===== src/rtl/bcd_pkg.sv =====
// Shared types and default sizing for the binary-to-BCD converter.
// Holds the FSM state encoding and the default width/digit counts.
package bcd_pkg;

  typedef enum logic [1:0] {
    IDLE  = 2'd0,
    SHIFT = 2'd1,
    DONE  = 2'd2
  } state_t;

  localparam int WIDTH_DEFAULT  = 7;
  localparam int DIGITS_DEFAULT = 3;
  localparam int CNT_W_DEFAULT  = $clog2(WIDTH_DEFAULT);

endpackage


===== src/rtl/bcd_add3.sv =====
// Double-dabble correction for one BCD nibble: values 5..15 get +3 so the
// following left shift carries correctly into the next decimal digit.
module bcd_add3 (
  input  logic [3:0] i_nib,
  output logic [3:0] o_nib
);

  assign o_nib = (i_nib >= 4'd5) ? i_nib + 4'd3 : i_nib;

endmodule


===== src/rtl/bcd_convert_7.sv =====
// Sequential binary-to-BCD converter (shift-and-add-3, one bit per clock)
// with a start/busy/done handshake and a result register that only updates on completion.
module bcd_convert_7
  import bcd_pkg::*;
#(
  parameter int WIDTH  = WIDTH_DEFAULT,
  parameter int DIGITS = DIGITS_DEFAULT
) (
  input  logic                  CLK,
  input  logic                  RST,
  input  logic                  start,
  input  logic [WIDTH-1:0]      bin_in,
  output logic                  busy,
  output logic                  done,
  output logic [4*DIGITS-1:0]   bcd_out
);

  localparam int BCD_W = 4 * DIGITS;
  localparam int SR_W  = BCD_W + WIDTH;
  localparam int CNT_W = $clog2(WIDTH);

  state_t             r_state;
  logic [SR_W-1:0]    r_sr;
  logic [CNT_W-1:0]   r_cnt;
  logic               r_busy;
  logic               r_done;
  logic [BCD_W-1:0]   r_bcd;

  logic [SR_W-1:0]    w_adj;
  logic [SR_W-1:0]    w_shifted;

  // The binary part passes through untouched; only the BCD nibbles are corrected.
  assign w_adj[WIDTH-1:0] = r_sr[WIDTH-1:0];

  for (genvar g = 0; g < DIGITS; g++) begin : g_add3
    bcd_add3 u_add3 (
      .i_nib (r_sr [WIDTH + 4*g +: 4]),
      .o_nib (w_adj[WIDTH + 4*g +: 4])
    );
  end

  assign w_shifted = w_adj << 1;

  // NOTE: all state below uses non-blocking assignments so every register
  // samples the pre-edge values, regardless of statement order.
  always_ff @(posedge CLK) begin
    if (RST) begin
      r_state <= IDLE;
      r_sr    <= '0;
      r_cnt   <= '0;
      r_busy  <= 1'b0;
      r_done  <= 1'b0;
      r_bcd   <= '0;
    end else begin
      r_done <= 1'b0;
      case (r_state)
        IDLE, DONE: begin
          if (start) begin
            r_sr    <= {{BCD_W{1'b0}}, bin_in};
            r_cnt   <= '0;
            r_busy  <= 1'b1;
            r_state <= SHIFT;
          end else begin
            r_state <= IDLE;
          end
        end
        SHIFT: begin
          r_sr  <= w_shifted;
          r_cnt <= r_cnt + CNT_W'(1);
          // Last of WIDTH shifts: publish the finished digits in one step.
          if (r_cnt == CNT_W'(WIDTH - 1)) begin
            r_bcd   <= w_shifted[SR_W-1 -: BCD_W];
            r_done  <= 1'b1;
            r_busy  <= 1'b0;
            r_state <= DONE;
          end
        end
        default: begin
          r_busy  <= 1'b0;
          r_state <= IDLE;
        end
      endcase
    end
  end

  assign busy    = r_busy;
  assign done    = r_done;
  assign bcd_out = r_bcd;

endmodule


===== config.mk =====
export PLATFORM = sky130hd
export DESIGN_NAME = bcd_convert_7
export DESIGN_NICKNAME = d
export VERILOG_FILES = /design/src/rtl/bcd_pkg.sv /design/src/rtl/bcd_add3.sv /design/src/rtl/bcd_convert_7.sv
export SDC_FILE = /design/constraint.sdc
export NUM_CORES = 1
export LEC_CHECK = 0
export CAP_MARGIN = 10
export CORE_MARGIN = 1
export CORE_UTILIZATION = 50
export CTS_CLUSTER_DIAMETER = 100
export DETAILED_ROUTE_END_ITERATION = 10
export GPL_ROUTABILITY_DRIVEN = 1
export PLACE_DENSITY = 0.74
export REMOVE_ABC_BUFFERS = 1
export SLEW_MARGIN = 20
export SYNTH_ARGS = -nofsm -noshare
export SYNTH_HDL_FRONTEND = slang
export SYNTH_SLANG_ARGS = --single-unit

===== constraint.sdc =====
create_clock -name CLK -period 2.8 [get_ports CLK]
set_input_delay 0.56 -clock CLK [delete_from_list [all_inputs] [get_ports CLK]]
set_output_delay 0.56 -clock CLK [all_outputs]
set_load 0.005 [all_outputs]

## Word-level counts from Yosys, hierarchy flattened

Index checks and enable logic that the tools add are counted.

- Flip-flop bits (word level): 38
- Input port bits: 10
- Output and inout port bits: 14
- Word-level logic and storage cells: 40

- $add $sub $neg: 4
- $lt $le $gt $ge: 3
- Eq/ne operators: 5
- Multiplexer cells: 14
- Bitwise operators: 1
- Reductions and logical operators: 7

Operators by type and width:

| operator | count |
|---|---|
| $pmux W19 S2 | 1 |
| $mux W19 | 1 |
| $ge A4 B3 Y1 const B | 3 |
| $add A4 B2 Y4 const B | 2 |
| $mux W4 | 2 |
| $mux W3 | 2 |
| $pmux W3 S2 | 1 |
| $reduce_and A2 Y1 | 3 |
| $mux W1 | 4 |
| $ne A2 B2 Y1 const B | 2 |
| $pmux W2 S2 | 1 |
| $reduce_or A2 Y1 | 2 |
| $add A3 B1 Y3 const B | 1 |
| $add A3 B2 Y3 const B | 1 |
| $eq A3 B3 Y1 const B | 1 |
| $eq A2 B1 Y1 const B | 1 |
| $eq A2 B2 Y1 const B | 1 |
| $logic_not A2 Y1 | 1 |
| $mux W2 | 1 |
| $pmux W1 S2 | 1 |
| $reduce_bool A2 Y1 | 1 |
| $not A1 Y1 | 1 |

## Logic depth before layout (Yosys ltp)

- Depth after elaboration: 4
- Mapped depth: 7
- Depth with buffers taken out: 6

## Modules after synthesis

Synthesis repeated with hierarchy kept, for this count alone.

- Cell total of the unflattened synthesis: 199
- Area total of the unflattened synthesis: 1716.6 sq um

By module, submodules not included:

| module | times used | cells each | area each (sq um) | sequential area each (sq um) |
|---|---|---|---|---|
| bcd_convert_7 | 1 | 151 | 1412.6 | 760.7 |
| bcd_add3 | 3 | 16 | 101.3 | 0.0 |

## Worst setup path before layout

No wires, ideal clock.

- Path type: register to register
- Start: register r_sr[7]
- End: register r_sr[9]
- Library setup time: 0.075 ns
- Data arrival time: 1.399 ns
- Required time: 2.725 ns
- Slack: 1.327 ns
- Cell stages (with the launch flop): 7
- Buffers on the path: 0
- Clock period less this slack: 1.473 ns
- Path through: dfxtp_1 inv_1 ha_1 nand2b_1 a21oi_1 mux2_2 o22ai_1

- Word-level cells in the longest chain between the ends: 3
- Elaborated cells between the ends (all ways): 4
- Classes of those cells: add/sub: 1; order compare: 1; mux: 2

RTL lines:

| element | RTL line | text |
|---|---|---|
| from (decl) | bcd_convert_7.sv:23 | `logic [SR_W-1:0] r_sr;` |
| from (signal assigned) | bcd_convert_7.sv:59 | `r_sr <= {{BCD_W{1'b0}}, bin_in};` |
| from (signal assigned) | bcd_convert_7.sv:68 | `r_sr <= w_shifted;` |
| $add A4 B2 Y4 or $ge A4 B3 Y1 (tied branches) | bcd_add3.sv:8 | `assign o_nib = (i_nib >= 4'd5) ? i_nib + 4'd3 : i_nib;` |
| $mux W4 (*) | bcd_add3.sv:8 |  |
| $pmux W19 S2 (*) | bcd_convert_7.sv:56 | `case (r_state)` |

Mark *: on every way between the ends. The rest lies on a longest branch, timed or not.
A chain may end at the register's enable or synchronous reset.

## Worst setup path after layout

- Start: register r_bcd[7] (netlist: bcd_out[7])
- End: output bcd_out[7]

RTL lines:

| element | RTL line | text |
|---|---|---|
| from (decl) | bcd_convert_7.sv:27 | `logic [BCD_W-1:0] r_bcd;` |
| from (signal assigned) | bcd_convert_7.sv:72 | `r_bcd <= w_shifted[SR_W-1 -: BCD_W];` |
| to (decl) | bcd_convert_7.sv:15 | `output logic [4*DIGITS-1:0] bcd_out` |

No word-level cell between the ends.

==> metrics.md <==
| Metric | Value |
|---|---|
| Status | finished, final reports clean |
| Area of the core | 0.00334 mm2 |
| CP startpoint kind | register |
| Via count | 1420 |
| Die Wd | 61.0 um |
| WHS | 0.471 ns |
| Num CTS Buffers | 5 |
| GRT Util Overall | 22.2% |
| Post_cts resized | 0 |
| Synth Area in Simple Gates | 19.7% |
| Clk Latency, worst-skew pair | 0.36 ns |
| Worst Tran Pin Value | 0.679 ns |
| Critical path's largest stage delay | 0.51 ns |
| FF-to-FF setup slack | 1.10 ns |
| Reg2Reg Capture Point | r_sr[13] |
| I/O Buffers | 23 |
| Final hold vios | 0 |
| Peak Freq | 559 MHz |
| Hold EP | bcd_out[0] |
| Drt pass-1 iters | 4 |
| Max Buffers Root-to-Sink | 2 |
| Area growth from synthesis to layout | 18.7% |
| Most frequent cells after synthesis | 38 x dfxtp_1, 18 x nor2_1, 13 x a21oi_1 |
| Ys async rst share | 0% |
| Most common cell in the synthesized netlist | dfxtp_1 |
| WS Path Type | reg -> out |
| Die area | 0.00373 mm2 |
| Synth area leaders | dfxtp_1 44%, ha_1 5.7%, a211oi_1 4.7% |
| Ys Warns | 0 |
| Pwr per Cell Area | 497 mW/mm2 |
| Post-DP HPWL | 2530 um |
| Total setup buffers inserted after CTS | 0 |
| Routed wire per std cell | 14.3 um |
| Tcrit/Tclk final | 63.9% |
| Initial Utilization | 52.2% |
| Delay-heaviest family, CP | buffers and inverters |
| Fin Clk Skew | 0.0129 ns |
| Routed WL | 3670 um |
| R2r startpoint | r_sr[11] |
| Share of the synthesized area in the top cell type | 43.6% |
| Worst Hold Path Cells | 2 |
| Fillcell total | 306 |
| Area leader, netlist | dfxtp_1 |
| Min Tclk post-route | 1.79 ns |
| Root Driver | clkbuf_4 |
| Finish-stage setup viols | 0 |
| Mux cell area share after synthesis | 5.38% |
| CP Data Arrival Time | 1.23 ns |
| Antenna violations before repair | 0 |
| Remaining global-route overflow | 0 |
| Clock slew at reported path FFs | 0.12 ns |
| VDD IR max | 0.000320 V |
| Worst hold path startpoint | bcd_out[0] |
| Vias in the first global route | 1337 |
| Clock sink total | 38 |
| Sequential fraction of the synthesis area | 43.6% |
| Worst hold path type | reg -> reg |
| Post-Synth Adder-Cell Area | 5.74% |
| Largest family of logic cells by synthesized area | simple AND/OR/NAND/NOR gates |
| Nets@finish | 228 |
| Post-DP Area | 0.00199 mm2 |
| # DRC | 0 |
| H-tree depth | 2 |
| R2R depth | 6 |
| Layout cells sized above 1 | 10.9% |
| Global-route wire length before repair | 5970 um |
| Mapped Cells | 189 |
| Largest net degree at the start of global routing | 35 |
| Vias per std cell | 5.53 |
| Max Cap Viol | 0 |
| Slowest CP cell | clkdlybuf4s50_1 |
| GP Congestion | 0.813 |
| Seq cells post-synth | 38 |
| Antenna cells | 0 |
| Total negative slack | 0 ns |
| Syn Area/Cell | 9.22 um2 |
| Synth Cell Area | 0.00174 mm2 |
| Post-synth EDFFs | 0 |
| Critical Path End Type | output pin |
| Compound-cell area share of the yosys netlist | 18.0% |
| Final Cell Area | 0.00207 mm2 |
| DR iter-0 viols | 52 |
| Pleak | 0.000722 uW |
| Critical Path, Cell by Cell | clkdlybuf4s50_1 |
| IO Count | 24 |
| RSZ-0062 raised after global routing | false |
| Die height | 61.0 um |
| Hold_buf cts | 0 |
| Row cnt | 21 |
| Synth unique cells | 30 |
| Post-synth top flop | dfxtp_1 |
| Max-slew headroom | 54.7% |
| Worst Path Buf+Inv | 1 |
| Detail Route Antenna Nets | 0 |
| CP Max Fanout | 2 |
| CTS tree | yes |
| Max Slew Vio Count | 0 |
| Post-Synth XOR/XNOR Area | 2.01% |
| Data required, critical path | 2.24 ns |
-- layout by cell type (no fill, tap or decap), drive strengths merged, types with 7 or more instances in the layout --
cell type / n
nor3: 7
clkdlybuf4s50: 23
dfxtp: 38
a21oi: 13
inv: 9
a211oi: 11
nor2: 20
ha: 8
o22ai: 14
nand2b: 11
-- registers in the layout (all words and copies together), names as in the netlist --
name     cells
r_cnt        3
r_state      2
busy         1
done         1
bcd_out     12
r_sr        19
-- power by group --
| part | leakage [uW] | total [uW] | switching [uW] | internal (uW) |
|---|---|---|---|---|
| logic | 0.000369 | 92.0 | 49.9 | 42.1 |
| clock network | 0.0000450 | 372 | 187 | 185 |
| registers | 0.000308 | 565 | 9.56 | 555 |
| total | 0.000722 | 1030 | 246 | 782 |
-- worst max-delay path by stage --
stage | end | cells after the start | startpoint
2_1_floorplan | r_sr[10] | 4 | start
3_3_place_gp | bcd_out[2] | 3 | RST
3_5_place_dp | bcd_out[5] | 3 | RST
4_1_cts | bcd_out[7] | 1 | bcd_out[7]
5_1_grt | bcd_out[4] | 6 | r_cnt[0]
6_report | bcd_out[7] | 1 | bcd_out[7]
-- layer usage --
layer / up-vias / global-route usage, % / wire, um
met4: 0 / 11.0 / 67
met1: 667 / 24.9 / 1540
li1: 708 / - / -
met3: 7 / 5.88 / 156
met2: 38 / 38.8 / 1900
met5: - / 0 / 0
-- area by class of cell --
cell class / count / area, um2 / area share, %
well taps: 46 / 57.6 / 2.78
inverters: 9 / 33.8 / 1.63
flip-flops and latches: 38 / 761 / 36.8
repair buffers: 26 / 253 / 12.2
clock inverters: 3 / 40.0 / 1.94
clock buffers: 5 / 37.5 / 1.81
multi-input cells: 130 / 886 / 42.8
-- cells by family after synthesis --
group | count (synthesis)
flops | 38
xor+xnor | 4
fa+ha+maj | 8
buf+inv | 21
mux | 9
compound gates | 46
simple gates | 63
-- metrics by stage --
step | power, uW | setup WS, ns | util, % | std cells
final | 1030 | 1.01 | 62.0 | 257
after global routing | 1070 | 0.933 | 62.0 | 257
after CTS | 1040 | 0.994 | 62.0 | 257
after detailed placement | 669 | 0.836 | 59.7 | 249
after global placement | 664 | 0.845 | 59.7 | 249
after floorplan | 627 | 0.874 | - | 177
Power figures use the tool's default switching activity.
